<file path="src/rtl/ascon_pkg.sv">
// Shared types and constants for the Ascon permutation engine and its round datapath.
package ascon_pkg;

  localparam int LANE_W = 64;

  typedef logic [LANE_W-1:0] lane_t;

  typedef struct packed {
    lane_t x0;
    lane_t x1;
    lane_t x2;
    lane_t x3;
    lane_t x4;
  } ascon_state_t;

  typedef enum logic [1:0] {
    IDLE = 2'd0,
    RUN  = 2'd1,
    DONE = 2'd2
  } fsm_t;

  localparam logic [3:0] P12 = 4'd12;
  localparam logic [3:0] P8  = 4'd8;
  localparam logic [3:0] P6  = 4'd6;

  localparam lane_t HASH_IV = 64'h00400c0000000100;

  // rcon is the number of rounds still to go, so round index i = 12 - rcon
  // and the constant is {15-i, i}: 12 -> 0xf0, 8 -> 0xb4, 6 -> 0x96, 1 -> 0x4b.
  function automatic logic [7:0] round_const(input logic [3:0] rcon);
    return {4'(rcon + 4'd3), 4'(4'd12 - rcon)};
  endfunction

endpackage

</file>
<file path="src/rtl/ascon_perm_ctrl_if.sv">
// Request/response bundle between the sponge controller (master) and the permutation engine (slave).
interface ascon_perm_ctrl_if
  import ascon_pkg::*;
();

  logic       in_valid;
  logic       in_ready;
  logic [3:0] in_rounds;
  lane_t      x0_in, x1_in, x2_in, x3_in, x4_in;
  logic       out_valid;
  logic       out_ready;
  lane_t      x0_out, x1_out, x2_out, x3_out, x4_out;

  modport master (
    output in_valid, in_rounds, x0_in, x1_in, x2_in, x3_in, x4_in, out_ready,
    input  in_ready, out_valid, x0_out, x1_out, x2_out, x3_out, x4_out
  );

  modport slave (
    input  in_valid, in_rounds, x0_in, x1_in, x2_in, x3_in, x4_in, out_ready,
    output in_ready, out_valid, x0_out, x1_out, x2_out, x3_out, x4_out
  );

endinterface

</file>
<file path="src/rtl/asconp.sv">
// One combinational Ascon round: constant addition, bitsliced 5-bit S-box, linear diffusion.
module asconp
  import ascon_pkg::*;
(
  input  logic [3:0] rcon,
  input  lane_t      x0_i,
  input  lane_t      x1_i,
  input  lane_t      x2_i,
  input  lane_t      x3_i,
  input  lane_t      x4_i,
  output lane_t      x0_o,
  output lane_t      x1_o,
  output lane_t      x2_o,
  output lane_t      x3_o,
  output lane_t      x4_o
);

  function automatic lane_t ror(input lane_t v, input int unsigned k);
    return (v >> k) | (v << (LANE_W - k));
  endfunction

  lane_t c2;
  lane_t a0, a1, a2, a3, a4;
  lane_t b0, b1, b2, b3, b4;
  lane_t s0, s1, s2, s3, s4;

  assign c2 = x2_i ^ {56'h0, round_const(rcon)};

  assign a0 = x0_i ^ x4_i;
  assign a1 = x1_i;
  assign a2 = c2 ^ x1_i;
  assign a3 = x3_i;
  assign a4 = x4_i ^ x3_i;

  // Chi-like core of the S-box
  assign b0 = a0 ^ (~a1 & a2);
  assign b1 = a1 ^ (~a2 & a3);
  assign b2 = a2 ^ (~a3 & a4);
  assign b3 = a3 ^ (~a4 & a0);
  assign b4 = a4 ^ (~a0 & a1);

  assign s0 = b0 ^ b4;
  assign s1 = b1 ^ b0;
  assign s2 = ~b2;
  assign s3 = b3 ^ b2;
  assign s4 = b4;

  assign x0_o = s0 ^ ror(s0, 19) ^ ror(s0, 28);
  assign x1_o = s1 ^ ror(s1, 61) ^ ror(s1, 39);
  assign x2_o = s2 ^ ror(s2, 1)  ^ ror(s2, 6);
  assign x3_o = s3 ^ ror(s3, 10) ^ ror(s3, 17);
  assign x4_o = s4 ^ ror(s4, 7)  ^ ror(s4, 41);

endmodule

</file>
<file path="src/rtl/ascon_perm_ctrl.sv">
// Iterative Ascon permutation: runs 1..MAX_ROUNDS rounds over a registered state,
// UNROLL (1 or 2) rounds per clock, between valid/ready request and result handshakes.
module ascon_perm_ctrl
  import ascon_pkg::*;
#(
  parameter int UNROLL     = 1,
  parameter int MAX_ROUNDS = 12
) (
  input  logic               clock,
  input  logic               reset_n,
  ascon_perm_ctrl_if.slave   bus,
  output logic               busy
);

  if (!(UNROLL == 1 || UNROLL == 2)) begin : g_bad_unroll
    $error("ascon_perm_ctrl: UNROLL must be 1 or 2");
  end

  localparam logic [3:0] CAP = 4'(MAX_ROUNDS);

  fsm_t         fsm_q;
  ascon_state_t st_q;
  logic [3:0]   cnt_q;
  logic         out_valid_q;
  logic         busy_q;

  ascon_state_t rnd [UNROLL+1];
  ascon_state_t req_st;
  ascon_state_t nxt_st;
  logic [3:0]   n_req;
  logic [3:0]   step;
  logic         accept;

  assign rnd[0] = st_q;

  // Instance i applies the round whose remaining-count is cnt_q - i.
  for (genvar i = 0; i < UNROLL; i++) begin : g_round
    lane_t y0, y1, y2, y3, y4;

    asconp u_round (
      .rcon (cnt_q - 4'(i)),
      .x0_i (rnd[i].x0),
      .x1_i (rnd[i].x1),
      .x2_i (rnd[i].x2),
      .x3_i (rnd[i].x3),
      .x4_i (rnd[i].x4),
      .x0_o (y0),
      .x1_o (y1),
      .x2_o (y2),
      .x3_o (y3),
      .x4_o (y4)
    );

    assign rnd[i+1] = {y0, y1, y2, y3, y4};
  end

  // A lone final round on the two-round datapath skips the second instance.
  assign step   = ((UNROLL == 2) && (cnt_q == 4'd1)) ? 4'd1 : 4'(UNROLL);
  assign nxt_st = ((UNROLL == 2) && (cnt_q == 4'd1)) ? rnd[1] : rnd[UNROLL];

  assign n_req  = (bus.in_rounds > CAP) ? CAP : bus.in_rounds;
  assign req_st = {bus.x0_in, bus.x1_in, bus.x2_in, bus.x3_in, bus.x4_in};

  assign bus.in_ready = (fsm_q == IDLE) | ((fsm_q == DONE) & bus.out_ready);
  assign accept       = bus.in_valid & bus.in_ready;

  always_ff @(posedge clock or negedge reset_n) begin
    if (!reset_n) begin
      fsm_q       <= IDLE;
      st_q        <= '0;
      cnt_q       <= '0;
      out_valid_q <= 1'b0;
      busy_q      <= 1'b0;
    end else if (accept) begin
      st_q  <= req_st;
      cnt_q <= n_req;
      if (n_req != 4'd0) begin
        fsm_q       <= RUN;
        busy_q      <= 1'b1;
        out_valid_q <= 1'b0;
      end else begin
        fsm_q       <= DONE;
        busy_q      <= 1'b0;
        out_valid_q <= 1'b1;
      end
    end else begin
      unique case (fsm_q)
        RUN: begin
          st_q  <= nxt_st;
          cnt_q <= cnt_q - step;
          if (cnt_q == step) begin
            fsm_q       <= DONE;
            busy_q      <= 1'b0;
            out_valid_q <= 1'b1;
          end
        end
        DONE: begin
          if (bus.out_ready) begin
            fsm_q       <= IDLE;
            out_valid_q <= 1'b0;
          end
        end
        IDLE: ;
        default: begin
          fsm_q       <= IDLE;
          busy_q      <= 1'b0;
          out_valid_q <= 1'b0;
        end
      endcase
    end
  end

  assign bus.out_valid = out_valid_q;
  assign bus.x0_out    = st_q.x0;
  assign bus.x1_out    = st_q.x1;
  assign bus.x2_out    = st_q.x2;
  assign bus.x3_out    = st_q.x3;
  assign bus.x4_out    = st_q.x4;
  assign busy          = busy_q;

endmodule

</file>
<file path="src/flat_wrapper.sv">
// flat-port wrapper written by rule: the top's interface ports become plain ports
module ascon_perm_ctrl_flat import ascon_pkg::*;
#(
  parameter int UNROLL     = 1,
  parameter int MAX_ROUNDS = 12
)
  (clock, reset_n, busy, bus_in_valid, bus_in_rounds, bus_x0_in, bus_x1_in, bus_x2_in, bus_x3_in, bus_x4_in, bus_out_ready, bus_in_ready, bus_out_valid, bus_x0_out, bus_x1_out, bus_x2_out, bus_x3_out, bus_x4_out);
  ascon_perm_ctrl_if bus_i ();
  input  logic clock;
  input  logic reset_n;
  output logic busy;
  input wire logic [$bits(bus_i.in_valid)-1:0] bus_in_valid;
  input wire logic [$bits(bus_i.in_rounds)-1:0] bus_in_rounds;
  input wire logic [$bits(bus_i.x0_in)-1:0] bus_x0_in;
  input wire logic [$bits(bus_i.x1_in)-1:0] bus_x1_in;
  input wire logic [$bits(bus_i.x2_in)-1:0] bus_x2_in;
  input wire logic [$bits(bus_i.x3_in)-1:0] bus_x3_in;
  input wire logic [$bits(bus_i.x4_in)-1:0] bus_x4_in;
  input wire logic [$bits(bus_i.out_ready)-1:0] bus_out_ready;
  output wire logic [$bits(bus_i.in_ready)-1:0] bus_in_ready;
  output wire logic [$bits(bus_i.out_valid)-1:0] bus_out_valid;
  output wire logic [$bits(bus_i.x0_out)-1:0] bus_x0_out;
  output wire logic [$bits(bus_i.x1_out)-1:0] bus_x1_out;
  output wire logic [$bits(bus_i.x2_out)-1:0] bus_x2_out;
  output wire logic [$bits(bus_i.x3_out)-1:0] bus_x3_out;
  output wire logic [$bits(bus_i.x4_out)-1:0] bus_x4_out;
  assign bus_i.in_valid = bus_in_valid;
  assign bus_i.in_rounds = bus_in_rounds;
  assign bus_i.x0_in = bus_x0_in;
  assign bus_i.x1_in = bus_x1_in;
  assign bus_i.x2_in = bus_x2_in;
  assign bus_i.x3_in = bus_x3_in;
  assign bus_i.x4_in = bus_x4_in;
  assign bus_i.out_ready = bus_out_ready;
  assign bus_in_ready = bus_i.in_ready;
  assign bus_out_valid = bus_i.out_valid;
  assign bus_x0_out = bus_i.x0_out;
  assign bus_x1_out = bus_i.x1_out;
  assign bus_x2_out = bus_i.x2_out;
  assign bus_x3_out = bus_i.x3_out;
  assign bus_x4_out = bus_i.x4_out;
  ascon_perm_ctrl #(.UNROLL(UNROLL), .MAX_ROUNDS(MAX_ROUNDS)) u_core (.clock(clock), .reset_n(reset_n), .bus(bus_i), .busy(busy));
endmodule
</file>
<file path="config.mk">
export PLATFORM = sky130hd
export DESIGN_NAME = ascon_perm_ctrl_flat
export DESIGN_NICKNAME = d
export VERILOG_FILES = /design/src/rtl/ascon_pkg.sv /design/src/rtl/ascon_perm_ctrl_if.sv /design/src/rtl/asconp.sv /design/src/rtl/ascon_perm_ctrl.sv /design/src/flat_wrapper.sv
export SDC_FILE = /design/constraint.sdc
export NUM_CORES = 1
export LEC_CHECK = 0
export BUFFER_PORTS_ARGS = -buffer_cell sky130_fd_sc_hd__buf_2
export CORE_AREA = 2 2 250 252
export DETAILED_ROUTE_END_ITERATION = 12
export DIE_AREA = 0 0 252 254
export PLACE_DENSITY = 0.72
export SKIP_LAST_GASP = 1
export SLEW_MARGIN = 25
export SYNTH_ARGS = -nofsm -noshare
export SYNTH_HDL_FRONTEND = slang
export SYNTH_HIERARCHICAL = 1
export SYNTH_SLANG_ARGS = --single-unit
</file>
<file path="constraint.sdc">
create_clock -name clock -period 4.9 [get_ports clock]
set_input_delay 0.49 -clock clock [delete_from_list [all_inputs] [get_ports clock]]
set_output_delay 0.49 -clock clock [all_outputs]
set_load 0.05 [all_outputs]
</file>
[Yosys cells after proc, flatten, opt, wreduce, memory -nomap -nowiden]
Index checks and enable logic that the tools add are counted.
Word-level totals
  register bits after elaboration: 328
  bits of input ports: 328
  output and inout bits: 323
  logic and storage cells: 91
Operators by class
  add/sub/neg operators: 3
  $lt $le $gt $ge: 1
  eq/ne operators: 7
  mux-type cells: 19
  bitwise gates (word level): 46
  reduce and logical (&&, ||, !) cells: 6
Operator list (number)
  64-bit XOR: 21
  320-bit 2-to-1 mux: 2
  64-bit inverter: 6
  64-bit bitwise AND: 5
  23-bit by 64-bit bitwise OR with 64-bit output: 1
  25-bit by 64-bit bitwise OR with 64-bit output: 1
  3-bit by 64-bit bitwise OR with 64-bit output: 1
  36-bit by 64-bit bitwise OR with 64-bit output: 1
  45-bit by 64-bit bitwise OR with 64-bit output: 1
  47-bit by 64-bit bitwise OR with 64-bit output: 1
  54-bit by 64-bit bitwise OR with 64-bit output: 1
  57-bit by 64-bit bitwise OR with 64-bit output: 1
  58-bit by 64-bit bitwise OR with 64-bit output: 1
  63-bit by 64-bit bitwise OR with 64-bit output: 1
  64-bit by 8-bit XOR with 64-bit output: 1
  4-bit 2-to-1 mux: 3
  2-bit 2-to-1 mux: 4
  1-bit 2-to-1 mux: 7
  2-bit one-hot mux with 3 select lines: 1
  4-bit by 2-bit adder with 4-bit output (second input constant): 1
  4-bit by 1-bit == test with 1-bit output (second input constant): 1
  4-bit > comparator (second input constant): 1
  2-bit by 1-bit inequality test with 1-bit output (second input constant): 2
  4-bit nonzero test: 1
  15 further kinds: 16

[Depth between registers and ports, before layout]
Gate-level depths: netlist (run 1).
  depth in word-level cells: 12
  mapped depth: 11
  depth with buffers taken out: 11

[Hierarchy]
The synthesis (run 1) kept the hierarchy.
Modules (own cells, without submodules)
  ascon_perm_ctrl: instances 1, cells each 1823, area an instance 15324.7 um2
  asconp: instances 1, cells each 1805, area an instance 15217.1 um2

[Worst setup path before layout (run 1)]
OpenSTA, ideal clock, no wires.
  kind: register -> register
  from: register u_core.cnt_q[0]
  to: register u_core.st_q, in the netlist u_core/bus.x3_out[53]
  setup time: 82 ps
  data arrival time: 2421 ps
  data required time: 4818 ps
  path slack: 2397 ps
  stages on the path, launching flop included: 11
  path buffers: 0
  cells stage by stage: dfrtp_1 inv_1 ha_1 xor3_2 inv_1 ha_1 xnor2_1 xnor2_2 xnor2_1 nand2_1 a31oi_1
On the way
  longest elaborated chain between the ends: 9
RTL lines
  from (decl): RTL line ascon_perm_ctrl.sv:23  | logic [3:0] cnt_q;
  from (signal assigned): RTL line ascon_perm_ctrl.sv:76  | cnt_q <= n_req;
  from (signal assigned): RTL line ascon_perm_ctrl.sv:90  | cnt_q <= cnt_q - step;
  4-bit by 2-bit adder with 4-bit output: RTL line ascon_pkg.sv:31  | return {4'(rcon + 4'd3), 4'(4'd12 - rcon)};
  64-bit by 8-bit XOR with 64-bit output: RTL line asconp.sv:27  | assign c2 = x2_i ^ {56'h0, round_const(rcon)};
  64-bit XOR: RTL line asconp.sv:31  | assign a2 = c2 ^ x1_i;
  64-bit XOR: RTL line asconp.sv:38  | assign b2 = a2 ^ (~a3 & a4);
  64-bit XOR: RTL line asconp.sv:45  | assign s3 = b3 ^ b2;
  47-bit by 64-bit bitwise OR with 64-bit output: RTL line asconp.sv:19  | return (v >> k) | (v << (LANE_W - k));
  64-bit XOR: RTL line asconp.sv:51  | assign x3_o = s3 ^ ror(s3, 10) ^ ror(s3, 17);
  net u_core.g_round[0].y3[53]: RTL line ascon_perm_ctrl.sv:38  | lane_t y0, y1, y2, y3, y4;
  320-bit 2-to-1 mux: RTL line ascon_perm_ctrl.sv:87  | unique case (fsm_q)
  320-bit 2-to-1 mux: RTL line ascon_perm_ctrl.sv:74  | end else if (accept) begin
  to (signal assigned): RTL line ascon_perm_ctrl.sv:75  | st_q <= req_st;
  to (signal assigned): RTL line ascon_perm_ctrl.sv:89  | st_q <= nxt_st;
  to (decl): RTL line ascon_perm_ctrl.sv:22  | ascon_state_t st_q;
The timed path passes the listed nets, and every way through them passes these cells. The select of a mux whose other input is x is not followed.
A chain may end at the register's enable or synchronous reset.

[Worst setup path after layout (run 1)]
  from: register u_core.st_q, in the netlist u_core/bus.x1_out[51]
  to: register u_core.st_q, in the netlist u_core/bus.x1_out[54]
On the way
  longest elaborated chain between the ends: 10
  elaborated cells between the ends (all ways): 13
RTL lines
  64-bit XOR: RTL line asconp.sv:31
  64-bit inverter: RTL line asconp.sv:37  | assign b1 = a1 ^ (~a2 & a3);
  64-bit bitwise AND: RTL line asconp.sv:37
  64-bit XOR: RTL line asconp.sv:37
  64-bit XOR *: RTL line asconp.sv:43  | assign s1 = b1 ^ b0;
  3-bit by 64-bit bitwise OR with 64-bit output *: RTL line asconp.sv:19
  64-bit XOR * (2 in series): RTL line asconp.sv:49  | assign x1_o = s1 ^ ror(s1, 61) ^ ror(s1, 39);
  net u_core.g_round[0].y1[54]: RTL line ascon_perm_ctrl.sv:38
  320-bit 2-to-1 mux *: RTL line ascon_perm_ctrl.sv:87
  320-bit 2-to-1 mux *: RTL line ascon_perm_ctrl.sv:74
Mark *: on every way through the listed nets, which the timed path passes. The rest lies on a longest branch. The select of a mux whose other input is x is not followed.

==> results, run 1 <==
- The run finished with clean final reports.
- TritonCTS created 40 clock buffers.
- The number of design-rule violations left by the first detailed-router iteration is around 4100.
- Along the worst path, the maximum fanout reaches 5.
- For the pin with the worst max-slew slack, the measured transition is between 1 and 1.5 ns.
- Counting along the longest clock path gives a buffer depth of 3.
- The congestion estimate from routability-driven global placement came to between 1 and 1.5.
- Traced cell by cell, the critical path runs through inv_1 > ha_1 > xnor2_1 > xnor2_1 > xnor2_1 > xnor2_1 > nand2_1 > a31oi_1.
- The endpoint identified for the worst register-to-register timing path is u_core/bus.x1_out[54].
- Setup slack on the critical path of the routed design comes to ~1.7 ns.
- The startpoint identified for the worst register-to-register timing path is u_core/bus.x1_out[51].
- For this run, the register share of the synthesized area comes to a little over a quarter.
- The minimum period implied by the final worst setup slack is ~3.2 ns.
- Clock-pin slew was measured on the worst setup and hold paths at 0.06 ns.
- Headroom to the max-slew limit came out at between 15 and 20%.
- The residual antenna-violating net count after detailed routing is 0.
- The total of fill cells in the finished design is roughly 5700.
- For this run, the top clock speed supported by timing is 312 MHz.
- The first global-routing pass estimated ~200000 um of wire.
- The number of placed instances, taps included, is slightly below 5000.
- The setup slack on the worst flop-to-flop path is between 1.5 and 2 ns.
- The total negative slack is 0 ns.
- The mapped cell area is 30500 sq um.
- For this design, the slowest cell found on the critical path is sky130_fd_sc_hd__xnor2_1.
- The count of endpoints failing hold in the final timing report is 0.
- The number of H-tree branching levels is 2.
- The number of cells on the worst reg-to-reg path is 8.
- The buffers inserted during post-CTS setup optimization is 0.
- The layout-stage area growth over the synthesis result is 17.5%.
- The detailed-route wire length is ~150000 um.
- The clock tree root driver cell is sky130_fd_sc_hd__clkbuf_16.
- The wire-length estimate of the detail-placed layout is roughly 120000 um.
- The DRC violation count after routing is 0.
- Summing all flip-flop and latch instances after layout gives 8180 sq um.
- The CTS sink count is roughly 330.
- The horizontal die dimension is 252 um.
- The number of vias per cell is roughly 6.0.
- The tightest min-delay check is of the input port to register type.
- The capture point of the critical path is u_core/bus.x1_out[54].
- Synthesis handed over a netlist of ~3600 instances.
- Before antenna repair, the detailed router went through 6 iterations.
- The placeable core region is about 60000 sq um.
- 651 I/O pins were placed.
- In this run the core area contains between 90 and 100 standard-cell rows.
- Of all flip-flops after synthesis, the portion carrying an async set or reset was 100%.
- The cell class contributing the biggest share of worst-path delay is XOR/XNOR gates.
- The number of stages on the worst setup path is 8.
- The average wire per standard cell is 29.3 um.
- The via count of the first global-routing pass was 28002.
- The launching instance or port of the critical path is u_core/bus.x1_out[51].
- OpenSTA, run right after detailed placement, puts the worst setup slack at approximately 1.9 ns.
- The number of I/O port buffers is 650.
- The critical path data arrival time is about 3.7 ns.
- After the flow finishes, the layout carries non-filler instances totaling ~5000.
- Data on the critical path is required at its endpoint by 5.40 ns.
- In this run, synthesis produced a sequential element count of around 330.
- Global routing consumed, over all layers together, between 40% and 50% of the routing resources.
- The clock skew is ~0.016 ns.
- The number of pins with negative max-slew slack in the final report is 0.
- The maximum number of pins on one net before global-route repair is approximately 170.
- A synthesized cell averages 8.42 sq um.
- Once the floorplan was initialized, standard cells occupied between 40 and 50% of the core.
- The number of antenna violations at the first check in global routing is 3.
- The clock reaches the later pin of the worst-skew pair after a little under 0.6 ns.
- STA classifies the critical path startpoint as a register.
- Global routing finished with a remaining overflow of 0.
- Setup repair after global routing left no endpoint under its margin.
- In this run, synthesis inferred 0 flip-flops with an integrated enable.
- After layout, the worst path uses 65.3% of the clock period.
- Max-cap violations in this run came to 0.
- The total via count in the routed design is 30184.
- By instance count, the cell type seen most on the critical path is sky130_fd_sc_hd__xnor2_1.
- Summing all multi-input logic gate instances after layout gives around 21000 sq um.
- The CTS tree is built.
- The most used flip-flop cell after synthesis is sky130_fd_sc_hd__dfrtp_1.
- Measured along the y axis, the die boundary spans around 250 um.
- Counting both buffers and inverters, the worst setup path holds a total of 1.
- For this run, the slowest stage of the critical path takes between 0.8 and 0.9 ns.
- The setup path with the least slack is of type register to register.
- The number of warnings reported in the yosys synthesis log is 6.
- The net count of the finished layout is roughly 4700.
- The kind of end point of the critical path is a register.
- The proportion of layout cells with a drive suffix above 1 is between 20% and 30%.
- The floorplan die area is between 60000 and 70000 sq um.
- The count of endpoints failing setup in the final report is 0.
- The share of the core filled with cells is 58.6%.
- The number of nets handed over by synthesis was a little over 4000.
- The count of unique library cells instantiated by Yosys is 45.
==> how the worst min path moves through the flow <==
stage | startpoint | endpoint | slack, ns | cells after the start
5_1_grt | bus_x3_in[37] | u_core/bus.x3_out[37] | 0.19 | 3
3_5_place_dp | u_core/bus.x3_out[57] | u_core/bus.x3_out[57] | 0.57 | 2
2_1_floorplan | reset_n | u_core/bus.x0_out[0] | 0.19 | 0
4_1_cts | bus_x4_in[30] | u_core/bus.x4_out[30] | 0.18 | 3
3_3_place_gp | u_core/busy | u_core/busy | 0.54 | 1
6_report | bus_x3_in[37] | u_core/bus.x3_out[37] | 0.19 | 3
==> metrics by stage <==
step | hold slack, ns | area [sq um]
CTS | 0.177 | 35900
detailed placement | 0.569 | 34600
global placement | 0.545 | 34500
floorplan | 0.194 | 30500
finish | 0.194 | 35900
global route | 0.195 | 35900
==> layout by cell type (no fill, tap or decap), types with 2 or more instances in the layout <==
| cell type | instances |
|---|---|
| sky130_fd_sc_hd__mux2i_1 | 24 |
| sky130_fd_sc_hd__nand2_1 | 805 |
| sky130_fd_sc_hd__buf_4 | 49 |
| sky130_fd_sc_hd__inv_2 | 6 |
| sky130_fd_sc_hd__diode_2 | 2 |
| sky130_fd_sc_hd__a31oi_1 | 320 |
| sky130_fd_sc_hd__clkbuf_16 | 41 |
| sky130_fd_sc_hd__clkinv_2 | 7 |
| sky130_fd_sc_hd__dfrtp_1 | 327 |
| sky130_fd_sc_hd__clkbuf_8 | 6 |
| sky130_fd_sc_hd__clkinv_4 | 2 |
| sky130_fd_sc_hd__buf_2 | 649 |
| sky130_fd_sc_hd__or3_1 | 2 |
| sky130_fd_sc_hd__nand3_1 | 2 |
| sky130_fd_sc_hd__inv_1 | 171 |
| sky130_fd_sc_hd__xor2_1 | 205 |
| sky130_fd_sc_hd__xnor2_1 | 833 |
| sky130_fd_sc_hd__o21ai_0 | 34 |
| sky130_fd_sc_hd__maj3_2 | 18 |
| sky130_fd_sc_hd__xnor2_2 | 124 |
| sky130_fd_sc_hd__clkbuf_1 | 8 |
| sky130_fd_sc_hd__buf_12 | 11 |
| sky130_fd_sc_hd__a21oi_1 | 27 |
| sky130_fd_sc_hd__ha_1 | 132 |
| sky130_fd_sc_hd__nand2b_4 | 2 |
| sky130_fd_sc_hd__nor2_1 | 46 |
| sky130_fd_sc_hd__clkinvlp_4 | 2 |
| sky130_fd_sc_hd__bufinv_16 | 3 |
| sky130_fd_sc_hd__and2b_4 | 2 |
| sky130_fd_sc_hd__maj3_1 | 25 |
| sky130_fd_sc_hd__a221o_1 | 2 |
| sky130_fd_sc_hd__nor3_1 | 322 |
==> registers in the layout (all words and copies together), names as in the netlist <==
signal and cells:
u_core/bus.x1_out 64, u_core/bus.x3_out 64, u_core/bus.x4_out 64, u_core/bus.x2_out 64, u_core/bus.x0_out 64, u_core/cnt_q 4
u_core/busy 1, u_core/fsm_q 2
==> per-layer routing <==
layer | global-route usage, % | up-vias | wire length [um]
met3 | 8.40 | 479 | 16300
met4 | 29.7 | 2 | 11700
li1 | - | 13059 | -
met5 | 0 | - | 11
met1 | 58.0 | 14584 | 55300
met2 | 68.3 | 2060 | 63800
==> cell families after synthesis <==
| logic type | share of synthesized area [%] |
|---|---|
| DFF | 26.8 |
| adders and majority gates | 6.89 |
| muxes | 0.897 |
| xor gates and xnor gates | 36.4 |
| buffers and inverters | 5.10 |
| and+or+nand+nor | 16.1 |
| AOI/OAI and AO/OA | 7.80 |
==> cell type report <==
class | instances | area share, %
tap | 790 | 2.75
sequential | 327 | 22.8
multi-input combinational | 2945 | 58.2
clock buffer | 55 | 3.17
antenna | 2 | 0.0139
inverter | 177 | 1.85
timing repair buffer | 711 | 10.8
clock inverter | 14 | 0.439
==> worst min-delay path, delay by kind of cell <==
| family | cells | cell delay, ns |
|---|---|---|
| AND/OR/NAND/NOR | 1 | 0.04 |
| buffers and inverters | 1 | 0.08 |
| AO/OA/AOI/OAI | 1 | 0.12 |
==> cell usage after synthesis (2+ instances only) <==
master / number / area (sq um)
sky130_fd_sc_hd__and2b_1: 2 / 15.0
sky130_fd_sc_hd__a221o_1: 2 / 20.0
sky130_fd_sc_hd__buf_4: 5 / 37.5
sky130_fd_sc_hd__nand3_1: 2 / 10.0
sky130_fd_sc_hd__inv_2: 6 / 22.5
sky130_fd_sc_hd__xnor2_1: 839 / 7350
sky130_fd_sc_hd__buf_2: 131 / 656
sky130_fd_sc_hd__buf_1: 4 / 15.0
sky130_fd_sc_hd__mux2i_1: 24 / 240
sky130_fd_sc_hd__clkbuf_1: 34 / 128
sky130_fd_sc_hd__nor3_1: 322 / 1610
sky130_fd_sc_hd__ha_1: 132 / 1650
sky130_fd_sc_hd__or3_1: 2 / 12.5
sky130_fd_sc_hd__nand2_1: 805 / 3020
sky130_fd_sc_hd__a21oi_1: 27 / 135
sky130_fd_sc_hd__maj3_1: 25 / 250
sky130_fd_sc_hd__nand2b_1: 3 / 18.8
sky130_fd_sc_hd__xor2_1: 205 / 1800
sky130_fd_sc_hd__xnor2_2: 118 / 1920
sky130_fd_sc_hd__o21ai_0: 34 / 170
sky130_fd_sc_hd__nor2_1: 46 / 173
sky130_fd_sc_hd__a31oi_1: 320 / 2000
sky130_fd_sc_hd__buf_6: 5 / 56.3
sky130_fd_sc_hd__maj3_2: 18 / 203
sky130_fd_sc_hd__inv_1: 171 / 642
sky130_fd_sc_hd__dfrtp_1: 327 / 8180
==> what timing repair did <==
item,in CTS,in global routing
gates resized for setup,0,0
hold buffers,1,0
endpoints found under the hold margin,18,0
Power of run 1 is not shown: default switching activity piles up to over one toggle a cycle in this logic, so the estimate is an artifact.
==> run 2: changes to the inputs <==
Settings changed: ABC_AREA set to 1, PLACE_DENSITY 0.72 to 0.8.
Clock period 4.9 ns to 3.2 ns, I/O delays scaled along.
==> run 2 against run 1 <==
Compared with the run above:
- the run now fails in global routing (5_1_grt)
- synthesized area increased by 15%
- synthesized cell count increased by 58%
==> results, run 2 <==
- The flow did not finish.
- Progress stopped at global routing (5_1_grt).
- The first error in the log reads "[ERROR GRT-0116] Global routing finished with congestion. Check the congestion regions in the DRC Viewer".
- The mapped cell area came to 35300 sq um (+15%).
- The number of rows in the core area was 91 (unchanged).
- The weighted congestion at the end of routability-driven global placement came to 1.25 (+15%).
- The multiplexer share of the synthesized area is 0% (-0.90 points).
- The CTS sink count is 327 (unchanged).
- Entering global routing, the biggest net connects 163 pins.
- The number of buffers on the longest clock path came to 3 (unchanged).
- The total placed cells including tap cells is 7279 (+47%).
- The cts-stage hold buffer count is 304 (+303).
- The number of I/O port buffers is 650 (unchanged).
- In the post-synthesis netlist, the biggest area contributors are sky130_fd_sc_hd__nand2_1, sky130_fd_sc_hd__dfrtp_1, sky130_fd_sc_hd__nand3_1.
- The compound-gate portion of the synthesized area is 8.09% (+0.29 points).
- The number of warnings reported in the yosys synthesis log is 6 (unchanged).
- The post-synthesis async set-or-reset flop share is 100% (unchanged).
- The starting utilization of the core area was 57.6% (+7.7 points).
- The synthesized-area fraction occupied by xor and xnor cells is 14.8% (-22 points).
- The count of unique library cells instantiated by Yosys is 26 (-42%).
- The synthesized net count is 6206 (+52%).
- The most frequently used cell type in the post-synthesis netlist is sky130_fd_sc_hd__nand2_1.
- Sorting the synthesized cells by how often they occur yields sky130_fd_sc_hd__nand2_1, sky130_fd_sc_hd__nand3_1, sky130_fd_sc_hd__inv_1, sky130_fd_sc_hd__dfrtp_1, sky130_fd_sc_hd__o21a_1.
- The proportion of synthesized chip area in sequential cells is 23.2% (-3.6 points).
- The post-cts sizing count is 0 (unchanged).
- The mean cell area of the mapped netlist is 6.14 sq um (-27%).
- The number of buffers added by the clock tree synthesis step came to 38 (-5.0%).
- For this run the aggregate overflow at the end of global routing stands at 56.
- The detailed-placement wirelength estimate came to 163000 um (+35%).
- The via count of the first global-routing pass is ~51000.
- The largest total area in the synthesized netlist belongs to sky130_fd_sc_hd__nand2_1.
- The count of flip-flops with a built-in enable after synthesis is 0 (unchanged).
- The wire length of the first global-routing pass is around 350000 um.
- For this run, the total global-route usage over all layers was measured as between 70% and 80%.
- The number of H-tree branching levels is 2 (unchanged).
- The height of the die is 254 um (unchanged).
- The number of cells produced by synthesis is 5746 (+58%).
- The simple logic cell fraction of the synthesized area is 40.8% (+25 points).
- The post-synthesis adder-cell area fraction is 4.68% (-2.2 points).
- The top-level port count is 651 (unchanged).
- The buffers inserted during post-CTS setup optimization is 0 (unchanged).
- The cell sitting at the root of the clock tree is a sky130_fd_sc_hd__clkbuf_16.
- The share of Yosys cell area claimed by the top area cell type is 31.6% (+4.8 points).
- The combinational family with the most area after synthesis is simple AND/OR/NAND/NOR gates.
- The most used flip-flop cell after synthesis is sky130_fd_sc_hd__dfrtp_1.
- The horizontal die dimension is 252 um (unchanged).
- The number of synthesized register bits is 327 (unchanged).
run 2: changes by cell type after synthesis, moves of 108 or more:
| cell | delta |
|---|---|
| sky130_fd_sc_hd__xnor2_2 | -108 |
| sky130_fd_sc_hd__nand3_1 | +573 |
| sky130_fd_sc_hd__xnor2_1 | -702 |
| sky130_fd_sc_hd__a31oi_1 | -320 |
| sky130_fd_sc_hd__nand2_1 | +2167 |
| sky130_fd_sc_hd__xor2_1 | +114 |
| sky130_fd_sc_hd__nor3_1 | -322 |
| sky130_fd_sc_hd__o21a_1 | +319 |
| sky130_fd_sc_hd__inv_1 | +392 |
run 2: logic make-up after synthesis:
group / count (synthesis)
flip-flops: 327
XOR/XNOR: 529
adder cells (fa/ha/maj): 132
buffers and inverters: 728
AO/OA/AOI/OAI: 409
AND/OR/NAND/NOR: 3621
run 2: routing by layer:
| metal | overflow | track usage, % |
|---|---|---|
| met5 | 0 | 12.0 |
| met4 | 24 | 79.1 |
| met3 | 1 | 58.8 |
| met2 | 31 | 95.2 |
| met1 | 0 | 76.3 |
run 2: metrics by stage:
stage               hold WS (ns)  cell area, sq um  utilization, %  worst slack [ns]
detailed placement         0.324             40700            66.4             0.275
CTS                     0.000781             45100            73.6             0.268
floorplan                 0.0244             35300               -             0.663
global placement           0.325             40700            66.4             0.365
==> run 3: changes to the inputs <==
Settings changed: CORE_AREA 2 2 250 252 to unset, CORE_UTILIZATION set to 40, DIE_AREA 0 0 252 254 to unset, PLACE_DENSITY 0.8 to unset, PLACE_DENSITY_LB_ADDON set to 0.15.
==> run 3 against run 2 <==
Compared with the run above:
- the run now ends clean
- synthesized cell count is the same
- synthesized area is the same
==> results, run 3 <==
- The run finished with clean final reports.
- Excluding fillers, the count of instances in the completed layout stands at a little over 8000.
- The number of buffers on the longest clock path is 3 (unchanged).
- The max-slew headroom at the worst pin is between 30% and 40%.
- The number of antenna violations at the first check in global routing came to 13.
- The most numerous cell on the critical path is sky130_fd_sc_hd__nand2_1.
- The count of flip-flops with a built-in enable after synthesis is 0 (unchanged).
- The total negative slack is 0 ns.
- The worst setup path is of the register to register kind.
- The maximum number of pins on one net before global-route repair is between 100 and 150.
- The average wire per standard cell is between 20 and 30 um.
- The total via count in the routed design is 44010.
- Setup violations remaining at the end of the flow were counted as 0.
- The critical path goes through inv_1 > nand2_1 > nand3_1 > nand3_1 > nand2_1 > ha_1 > xor2_2 > inv_1 > nand3_1 > nand2_1 > nand2_1 > nand2_1 > nand2_1 > nand3_1 > o21a_1.
- The most used flip-flop cell after synthesis is sky130_fd_sc_hd__dfrtp_1.
- The top-level port count is 651 (unchanged).
- Broken down by cell family, the worst path's largest delay share belongs to simple AND/OR/NAND/NOR gates.
- The layout-stage area growth over the synthesis result is 31.4%.
- The count of endpoints failing hold in the final timing report is 0.
- The final net count is between 7000 and 8000.
- The first global-routing pass estimated about 290000 um of wire.
- The share of Yosys cell area claimed by the top area cell type is 31.6% (unchanged).
- By count the netlist is led by sky130_fd_sc_hd__nand2_1, sky130_fd_sc_hd__nand3_1, sky130_fd_sc_hd__inv_1, sky130_fd_sc_hd__dfrtp_1, sky130_fd_sc_hd__o21a_1.
- The global router's overall resource usage is approximately 46%.
- The share of the clock period used by the worst path is around 90%.
- The CTS tree is built.
- The starting utilization of the core area is 40.5% (-17 points).
- The number of rows in the core area is 108 (+19%).
- Clock-pin slew was measured on the worst setup and hold paths at 0.06 ns.
- The mean cell area of the mapped netlist is 6.14 sq um (unchanged).
- The synthesized net count is 6206 (unchanged).
- The transition at the pin with the smallest max-transition slack is approximately 1.0 ns.
- At the end of the flow the core is filled with cells to between 50% and 60%.
- For the finished layout, the period the worst path requires is 2.96 ns.
- The tree is rooted in a sky130_fd_sc_hd__clkbuf_16.
- The post-synthesis async set-or-reset flop share was 100% (unchanged).
- The clock latency of the later-clocked register in the worst-skew pair is ~0.63 ns.
- The worst min-delay path category is input port to register.
- Of the cells placed in the final design, the portion with a size suffix greater than 1 is 16.1%.
- Max-cap violations in this run came to 0.
- The number of vias per cell is ~5.4.
- The top cell type by total area after synthesis is sky130_fd_sc_hd__nand2_1.
- The horizontal die dimension is 299 um (+19%).
- The buffers inserted during post-CTS setup optimization is 0 (unchanged).
- The number of warnings reported in the yosys synthesis log is 6 (unchanged).
- Counting both buffers and inverters, the worst setup path holds a total of 2.
- For this run, the detailed router's first-pass iteration total came to 6.
- The cell with the largest stage delay on the worst path is sky130_fd_sc_hd__dfrtp_1.
- The weighted congestion at the end of routability-driven global placement was 1.18 (-5.9%).
- The element type at the critical path start is a register.
- The number of H-tree branching levels is 2 (unchanged).
- The CTS sink count was 327 (unchanged).
- The clock skew is 0.0333 ns.
- The detailed-placement wirelength estimate is 178000 um (+9.7%).
- Along the worst path, the maximum fanout reaches 7.
- The height of the die is 299 um (+18%).
- The via count of the first global-routing pass is around 40000.
- Ranked by total cell area, the synthesized netlist is headed by sky130_fd_sc_hd__nand2_1, sky130_fd_sc_hd__dfrtp_1, sky130_fd_sc_hd__nand3_1.
- Setup repair after global routing left no endpoint under its margin.
- The library cell used most frequently in the layout, excluding fill and tap cells, is sky130_fd_sc_hd__nand2_1.
- The worst setup path is captured at a register.
- The DRC violation count after routing is 0.
- The detailed-route wire length is around 210000 um.
- The number of synthesized register bits is 327 (unchanged).
- Global routing finished with a remaining overflow of 0.
- The proportion of synthesized chip area in sequential cells is 23.2% (unchanged).
- The number of cells produced by synthesis is 5746 (unchanged).
- The highest clock frequency the design can meet is around 340 MHz.
- The number of buffers added by the clock tree synthesis step came to 42 (+11%).
- The most frequently used cell type in the post-synthesis netlist is sky130_fd_sc_hd__nand2_1.
- The total placed cells including tap cells is 7724 (+6.1%).
- The number of pins with negative max-slew slack in the final report is 0.
- The first routing iteration left around 5300 violations.
- The critical path data arrival time is around 3.5 ns.
- The number of I/O port buffers was 650 (unchanged).
- The count of unique library cells instantiated by Yosys is 26 (unchanged).
- The residual antenna-violating net count after detailed routing is 0.
- The mapped cell area came to 35300 sq um (unchanged).
- STA puts the critical path data required time at approximately 3.7 ns.
- Leaving out fill and tap cells, the most frequent cells in the layout are sky130_fd_sc_hd__nand2_1, sky130_fd_sc_hd__buf_2, sky130_fd_sc_hd__nand3_1.
- The die covers about 89000 sq um.
- The region available for standard cell placement spans a little under 90000 sq um.
- The delay of the slowest cell on the worst path is between 0.4 and 0.5 ns.
## run 3: what timing repair did
item	CTS	global route
hold endpoints to repair	389	0
gates resized for setup	0	1
setup endpoints to repair	0	2
hold buffers	323	0
## run 3: per-layer routing
| metal | track usage, % | routed length (um) |
|---|---|---|
| met3 | 10.0 | 22500 |
| met2 | 69.7 | 90400 |
| met4 | 31.9 | 17100 |
| met1 | 57.9 | 81900 |
| met5 | 0 | 65 |
## run 3: area by class of cell
type                    count  area, sq um
diodes                      4         10.0
clock buffers              58         1180
clock inverters            12          146
fillers                  8778        40700
inverters                 585         2200
multi-input cells        4691        24100
flip-flops and latches    327         8180
well taps                1155         1450
repair buffers           1289         9040
## run 3: logic make-up after synthesis
logic type	Yosys count	share of synthesized area, %
xor gates and xnor gates	529	14.8
and+or+nand+nor	3621	40.8
adders and majority gates	132	4.68
buffers and inverters	728	8.51
AOI/OAI and AO/OA	409	8.09
DFF	327	23.2
## run 3: worst paths after layout
check / startpoint / end / slack (ns) / cells past startpoint
worst max register to register: u_core/cnt_q[0] / u_core/bus.x1_out[32] / 0.24 / 15
worst min-delay path: bus_x3_in[56] / u_core/bus.x3_out[56] / 0.06 / 2
min in group asynchronous: reset_n / u_core/bus.x0_out[38] / 0.34 / 2
worst max-delay path: u_core/cnt_q[0] / u_core/bus.x1_out[32] / 0.24 / 15
max in group asynchronous: reset_n / u_core/bus.x3_out[20] / 1.99 / 3
worst min register to register: u_core/busy / u_core/busy / 0.47 / 2
## run 3: through the flow
step                      hold WS [ns]  instance area [sq um]  setup WS (ns)
after detailed placement         0.427                  41800          0.299
after global routing            0.0481                  46300         0.0154
final                           0.0587                  46300          0.240
after global placement           0.427                  41800          0.342
after CTS                       0.0323                  46300          0.281
after floorplan                 0.0244                  35300          0.663
Power of run 3 is left out for the same reason.
